### src/rtl/prog_loader.sv
// prog_loader: receives a framed program image over valid/ready, writes it into program memory,
// zero-fills the tail and releases the CPU from reset only once the checksum matches.
module prog_loader #(
  parameter int ADDR_W = 5,
  parameter int DEPTH = 32,
  parameter logic [7:0] SYNC = 8'hA5
) (
  input  logic              clk_i,
  input  logic              rst_i,
  input  logic              s_valid_i,
  input  logic [7:0]        s_data_i,
  output logic              s_ready_o,
  input  logic              reload_i,
  output logic              mem_we_o,
  output logic [ADDR_W-1:0] mem_addr_o,
  output logic [7:0]        mem_data_o,
  output logic              cpu_rst_o,
  output logic              done_o,
  output logic              err_o,
  output logic [ADDR_W:0]   len_o
);
  typedef enum logic [2:0] {S_HDR, S_LEN, S_DATA, S_CSUM, S_FILL, S_RUN, S_ERR} state_t;
  localparam logic [ADDR_W:0] ONE = 1;
  state_t r_state, w_next;
  logic [ADDR_W:0] r_cnt, r_len;
  logic [7:0] r_sum, r_data;
  logic [ADDR_W-1:0] r_addr;
  logic r_we, r_cpu_rst, r_done, r_err;
  logic w_acc, w_len_ok, w_last, w_sum_ok, w_short, w_fill_end;
  assign w_acc = s_valid_i & s_ready_o;
  assign w_len_ok = (s_data_i != 8'd0) && (s_data_i <= 8'(DEPTH));
  assign w_last = r_cnt == r_len - ONE;
  assign w_sum_ok = s_data_i == r_sum;
  assign w_short = r_len < (ADDR_W+1)'(DEPTH);
  assign w_fill_end = r_addr == ADDR_W'(DEPTH - 1);
  always_ff @(posedge clk_i or negedge rst_i)
    if (!rst_i) r_state <= S_HDR;
    else r_state <= w_next;
  always_comb begin
    w_next = r_state;
    case (r_state)
      S_HDR:  if (w_acc && s_data_i == SYNC) w_next = S_LEN;
      S_LEN:  if (w_acc) w_next = w_len_ok ? S_DATA : S_ERR;
      S_DATA: if (w_acc && w_last) w_next = S_CSUM;
      S_CSUM: if (w_acc) w_next = !w_sum_ok ? S_ERR : w_short ? S_FILL : S_RUN;
      S_FILL: if (w_fill_end) w_next = S_RUN;
      default: ;
    endcase
    if (reload_i) w_next = S_HDR;
  end
  always_comb s_ready_o = r_state inside {S_HDR, S_LEN, S_DATA, S_CSUM};
  // The first fill write is issued on the checksum accept so FILL cycles and fill pulses coincide.
  always_ff @(posedge clk_i or negedge rst_i)
    if (!rst_i) begin
      r_cnt <= '0;
      r_len <= '0;
      r_sum <= '0;
      r_we <= 1'b0;
      r_addr <= '0;
      r_data <= '0;
      r_cpu_rst <= 1'b1;
      r_done <= 1'b0;
      r_err <= 1'b0;
    end else begin
      r_cpu_rst <= w_next != S_RUN;
      r_done <= w_next == S_RUN;
      r_err <= w_next == S_ERR;
      r_we <= 1'b0;
      if (reload_i) begin
        r_cnt <= '0;
        r_len <= '0;
        r_sum <= '0;
      end else case (r_state)
        S_LEN: if (w_acc && w_len_ok) begin
          r_len <= s_data_i[ADDR_W:0];
          r_cnt <= '0;
          r_sum <= '0;
        end
        S_DATA: if (w_acc) begin
          r_sum <= r_sum + s_data_i;
          r_cnt <= r_cnt + ONE;
          r_we <= 1'b1;
          r_addr <= r_cnt[ADDR_W-1:0];
          r_data <= s_data_i;
        end
        S_CSUM: if (w_acc && w_sum_ok && w_short) begin
          r_we <= 1'b1;
          r_addr <= r_len[ADDR_W-1:0];
          r_data <= 8'd0;
        end
        S_FILL: if (!w_fill_end) begin
          r_we <= 1'b1;
          r_addr <= r_addr + ADDR_W'(1);
        end
        default: ;
      endcase
    end
  assign mem_we_o = r_we;
  assign mem_addr_o = r_addr;
  assign mem_data_o = r_data;
  assign cpu_rst_o = r_cpu_rst;
  assign done_o = r_done;
  assign err_o = r_err;
  assign len_o = r_len;
endmodule
### config.mk
export PLATFORM = sky130hd
export DESIGN_NAME = prog_loader
export DESIGN_NICKNAME = d
export VERILOG_FILES = /design/src/rtl/prog_loader.sv
export SDC_FILE = /design/constraint.sdc
export NUM_CORES = 1
export LEC_CHECK = 0
export ABC_AREA = 1
export CORE_MARGIN = 2
export CORE_UTILIZATION = 50
export CTS_BUF_LIST = sky130_fd_sc_hd__clkbuf_2
export DETAILED_ROUTE_END_ITERATION = 10
export GPL_TIMING_DRIVEN = 0
export PLACE_DENSITY = 0.86
export RECOVER_POWER = 50
export SLEW_MARGIN = 20
export SYNTH_ARGS = -nofsm -noshare
export SYNTH_HDL_FRONTEND = slang
export SYNTH_SLANG_ARGS = --single-unit
export TNS_END_PERCENT = 1
### constraint.sdc
create_clock -name clk_i -period 3.1 [get_ports clk_i]
set_clock_uncertainty 0.15 [all_clocks]
set_input_delay 0.465 -clock clk_i [delete_from_list [all_inputs] [get_ports clk_i]]
set_output_delay 0.465 -clock clk_i [all_outputs]
set_load 0.005 [all_outputs]
Yosys cells after proc, flatten, opt, wreduce, memory -nomap -nowiden
Index checks and enable logic that the tools add are counted.
{"block": "totals", "register_bits": 40, "mem_bits_ro": 0, "latch_bits": 0, "output_inout_bits": 24, "mem_bits_rw": 0, "in_bits": 12, "n_memories": 0, "elab_cells": 85}
{"block": "op_classes", "magnitude_cmp": 2, "reduce_logical": 18, "bitwise_logic": 2, "n_eq_ne": 16, "addsub": 4, "n_mul": 0, "n_shift": 0, "mux": 33, "n_div": 0}
{"operator": "$mux 8", "count": 5}
{"operator": "$mux 6", "count": 6}
{"operator": "$pmux 8 s2", "count": 2}
{"operator": "$mux 3", "count": 7}
{"operator": "$mux 5", "count": 3}
{"operator": "$pmux 3 s5", "count": 1}
{"operator": "$pmux 5 s3", "count": 1}
{"operator": "$pmux 6 s2", "count": 1}
{"operator": "$eq 3x3->1 const B", "count": 3}
{"operator": "$add 8x8->8", "count": 1}
{"operator": "$eq 8x8->1", "count": 1}
{"operator": "$eq 8x8->1 const B", "count": 1}
{"operator": "$le 8x6->1 const B", "count": 1}
{"operator": "$reduce_bool 8->1", "count": 1}
{"operator": "$add 6x1->6 const B", "count": 1}
{"operator": "$eq 3x2->1 const B", "count": 2}
{"operator": "$eq 6x6->1", "count": 1}
{"operator": "$logic_and 1x1->1", "count": 6}
{"operator": "$lt 6x6->1 const B", "count": 1}
{"operator": "$ne 3x3->1 const B", "count": 2}
{"operator": "$reduce_bool 2->1", "count": 3}
{"operator": "$reduce_bool 3->1", "count": 2}
{"operator": "$sub 6x1->6 const B", "count": 1}
{"operator": "$add 5x1->5 const B", "count": 1}
{"operator": "16 further kinds", "count": 21}

Longest topological paths before layout
{"block": "depth", "depth_word": 8, "mapped_depth": 13}

Worst setup path after synthesis
OpenSTA, ideal clock, no wires.
{"block": "synth_timing", "kind": "input to register", "from": "input s_data_i[2]", "to": "register r_addr[2] (netlist: mem_addr_o[2])", "cell_stages": 12, "setup_slack_ns": 1.118, "arrival_time_ns": 1.716, "n_path_buf": 1, "t_required_ns": 2.833, "cell_sequence": "ha_1 > buf_6 > nor2_1 > nand2_1 > nor2_2 > nand2_1 > o21ai_2 > inv_2 > nor2_8 > nand2_2 > nand2_1 > nand2_1"}
{"block": "synth_via", "elab_chain_len": 5}
{"item": "start: declaration", "line": "11", "text": "input logic [7:0] s_data_i,"}
{"item": "$eq 8x8->1", "line": "33", "text": "assign w_sum_ok = s_data_i == r_sum;"}
{"item": "$logic_and 1x1->1 (2 in a row)", "line": "86", "text": "S_CSUM: if (w_acc && w_sum_ok && w_short) begin"}
{"item": "$ne 2x1->1 (no source line)"}
{"item": "$reduce_and 5->1 (no source line)"}
{"item": "end signal: assignment", "line": "83", "text": "r_addr <= r_cnt[ADDR_W-1:0];"}
{"item": "end signal: assignment", "line": "88", "text": "r_addr <= r_len[ADDR_W-1:0];"}
{"item": "end signal: assignment", "line": "93", "text": "r_addr <= r_addr + ADDR_W'(1);"}
{"item": "end: declaration", "line": "27", "text": "logic [ADDR_W-1:0] r_addr;"}
Every way passes these cells.
A chain may end at the register's enable or synchronous reset.

Final worst setup path
{"block": "layout_timing", "from": "input s_data_i[4]", "to": "register r_addr[3] (netlist: mem_addr_o[3])"}
The elaborated chain is that of the path after synthesis.

==> results.txt <==
Non-filler instance count after layout -> 468
Clock sinks -> 40
Unrepaired setup endpoints after global routing -> no
Vias/cell -> 5.32
Max_cap viols -> 0
TritonCTS Buffers -> 5
Total of hold buffers inserted after clock tree synthesis -> 1
Most common library cell in the layout ignoring fill and taps -> nand2_1
Insertion delay to the later sink of the worst-skew pair -> 0.39 ns
Synthesized area per cell -> 7.43 um2
Worst setup timing slack at the placement stage -> 0.283 ns
Initial antenna violation count -> 0
Compound-cell area share of the yosys netlist -> 10.1%
Count of nets left with antenna violations after detail routing -> 0
Critical path peak fanout -> 10
Number of distinct library cells after synthesis -> 36
Final critical-path required period -> 2.42 ns
Number of standard cells after synthesis -> 354
Hold path depth -> 2
Synthesis-to-finish area growth -> 18.4%
Buffers on Ports -> 35
Buffer type at the clock tree root -> clkbuf_2
Mux contribution to synthesized area -> 0%
Die width -> 76.5 um
GP Congestion -> 0.863
Simple-gate share of the synthesized area -> 34.8%
Data required time of the worst path -> 3.26 ns
Area of the core -> 5070 um2
TritonCTS clock tree -> yes
Largest family of logic cells by synthesized area -> simple AND/OR/NAND/NOR gates
Number of global-route vias before repair -> 2,382
Number of top-level pins -> 36
Initial detailed-routing violation count -> 179
Cell area power density -> 295 nW/um2
Vias post-DR -> 2,492
Ratio of cells with drive above 1 in the final layout -> 8.04%
Total of cells resized after clock tree synthesis -> 0
Top library cells by usage in the layout, fill and taps aside -> 110 x nand2_1, 43 x inv_1, 39 x dfrtp_1
Max Freq -> 0.413 GHz
Register bit count reported by yosys -> 40
Worst Min Path Start -> mem_data_o[4]
Startpoint of the lowest-slack register-to-register path -> r_state[2]
Flop2flop setup slack -> 0.95 ns
Tightest Pin Transition -> 0.798 ns
CTS H-Tree Depth -> 2
GRT Resource Usage Total -> 22.7%
XOR/XNOR Fraction of Synth Area -> 2.67%
Remaining DRCs -> 0
Clock input transition at the sequential cells of the worst setup and hold paths -> 0.19 ns
Setup repair bufs after CTS -> 0
Remaining max-slew budget at the tightest pin -> 46.8%
Largest net degree at the start of global routing -> 29
Cells after DPL -> 460
N_diodes -> 0
Adder-cell share of the synthesized area -> 6.00%
Class of the most critical setup path -> input pin to flop
Effective utilization at floorplan -> 51.8%
Syn_nets -> 378
Final count of negative-setup-slack endpoints -> 0
Arrival time of data at the critical path endpoint -> 2.58 ns
Launching element type of the critical path -> input pin
Global-route wire length before repair -> 10,800 um
Worst setup slack after layout -> 0.680 ns
YS warnings -> 0
Wirelength per Cell -> 13.2 um
Total wire length after detailed routing -> 6180 um
Die Area -> 5850 um2
Critical register-to-register path endpoint -> len_o[2]
Worst Hold Endpoint -> mem_data_o[4]
Clk buf depth -> 2
Number of hold-slack violations in the final timing report -> 0
Mapped Area -> 2630 um2
Leakage component of the power -> 1.58 nW
FP Rows -> 26
Period Utilization, post-route -> 78.1%
Run status -> complete, no violations
Final global-route overflow total -> 0
Nature of the critical path endpoint -> flop
Placed wire-length estimate after detailed placement -> 4900 um
Fin nets -> 422
Final number of max-transition violations -> 0
Largest vdd supply drop -> 0.150 mV
TritonRoute pass-1 iters -> 4
Setup TNS -> 0 ns
Die Y-Extent -> 76.5 um
Part of the Yosys area used for sequential elements -> 38.1%
Count of cells along the worst register-to-register path -> 8
Worst Hold Class -> flop to flop
[flip-flops by register name (all words and copies together), names as in the netlist]
name        count
mem_data_o      8
r_sum           8
len_o           6
r_cnt           6
mem_addr_o      5
r_state         3
cpu_rst_o       1
done_o          1
err_o           1
mem_we_o        1
[worst max-delay path, cell delays in order]
cell           delay, ns
dlygate4sd3_1       0.62
ha_1                0.40
inv_1               0.08
nand3_1             0.08
nor2_1              0.16
nand2_1             0.12
o21ai_2             0.17
inv_2               0.08
nor2_8              0.16
nand2_2             0.11
nand2_1             0.08
nand2_1             0.05
[cell type report]
class,instances,area (um2)
Sequential cell,40,1000
Timing Repair Buffer,37,374
Clock buffer,5,25.0
Clock inverter,2,7.51
Fill cell,500,1960
Tap cell,70,87.6
Inverter,49,186
Buffer,4,27.5
Multi-Input combinational cell,261,1400
[where the power goes]
part | internal (mW) | leakage (nW) | switching [mW]
combinational | 0.0694 | 1.01 | 0.0914
sequential | 0.534 | 0.546 | 0.0124
clock | 0.0466 | 0.0239 | 0.165
[cells in the mapped netlist (all sizes together)]
| library cell | count | area (um2) |
|---|---|---|
| xor2 | 6 | 52.6 |
| o221ai | 5 | 43.8 |
| nand4 | 6 | 37.5 |
| ha | 11 | 138 |
| or2 | 2 | 12.5 |
| nor2 | 30 | 160 |
| o22ai | 4 | 25.0 |
| inv | 48 | 183 |
| nand3b | 7 | 52.6 |
| and3 | 1 | 6.26 |
| dfstp | 1 | 26.3 |
| dfrtp | 39 | 976 |
| nor3 | 4 | 20.0 |
| nand2 | 115 | 457 |
| a21oi | 11 | 62.6 |
| clkinv | 1 | 3.75 |
| buf | 4 | 31.3 |
| fa | 1 | 20.0 |
| o31a | 1 | 8.76 |
| o21ai | 19 | 103 |
| xnor2 | 2 | 17.5 |
| o211ai | 3 | 22.5 |
| nand3 | 33 | 170 |
[worst max-delay path by stage]
stage	startpoint	endpoint	slack (ns)	cells past startpoint
after CTS	s_data_i[5]	mem_data_o[6]	0.71	12
after global placement	s_data_i[5]	mem_addr_o[0]	0.32	12
after floorplan	s_data_i[2]	mem_addr_o[2]	1.12	12
after detailed placement	s_data_i[5]	mem_data_o[6]	0.28	12
final	s_data_i[4]	mem_addr_o[3]	0.68	12
after global routing	s_data_i[5]	mem_addr_o[0]	0.58	12
[routing by layer]
layer | global-route usage [%] | wire length [um] | vias up
met5 | 0 | 0 | -
met4 | 6.00 | 78 | 0
met3 | 4.03 | 265 | 10
met2 | 38.7 | 3070 | 64
met1 | 29.9 | 2770 | 1183
li1 | - | - | 1235
[metrics by stage]
stage	instance area [um2]	power, mW	hold slack (ns)	util (%)
after global placement	3070	0.710	0.303	60.4
after global routing	3110	0.978	0.387	61.3
after CTS	3120	0.929	0.313	61.6
after floorplan	2630	0.637	0.0194	-
final	3110	0.920	0.347	61.3
after detailed placement	3080	0.717	0.233	60.7
[logic make-up (layout without fill, tap and decap cells)]
group	count (synthesis)	count (layout)
xor+xnor	8	8
simple gates	198	198
flops	40	40
fa+ha+maj	12	12
buf+inv	53	97
compound gates	43	43
No activity file was read; power rests on OpenSTA's default activity.
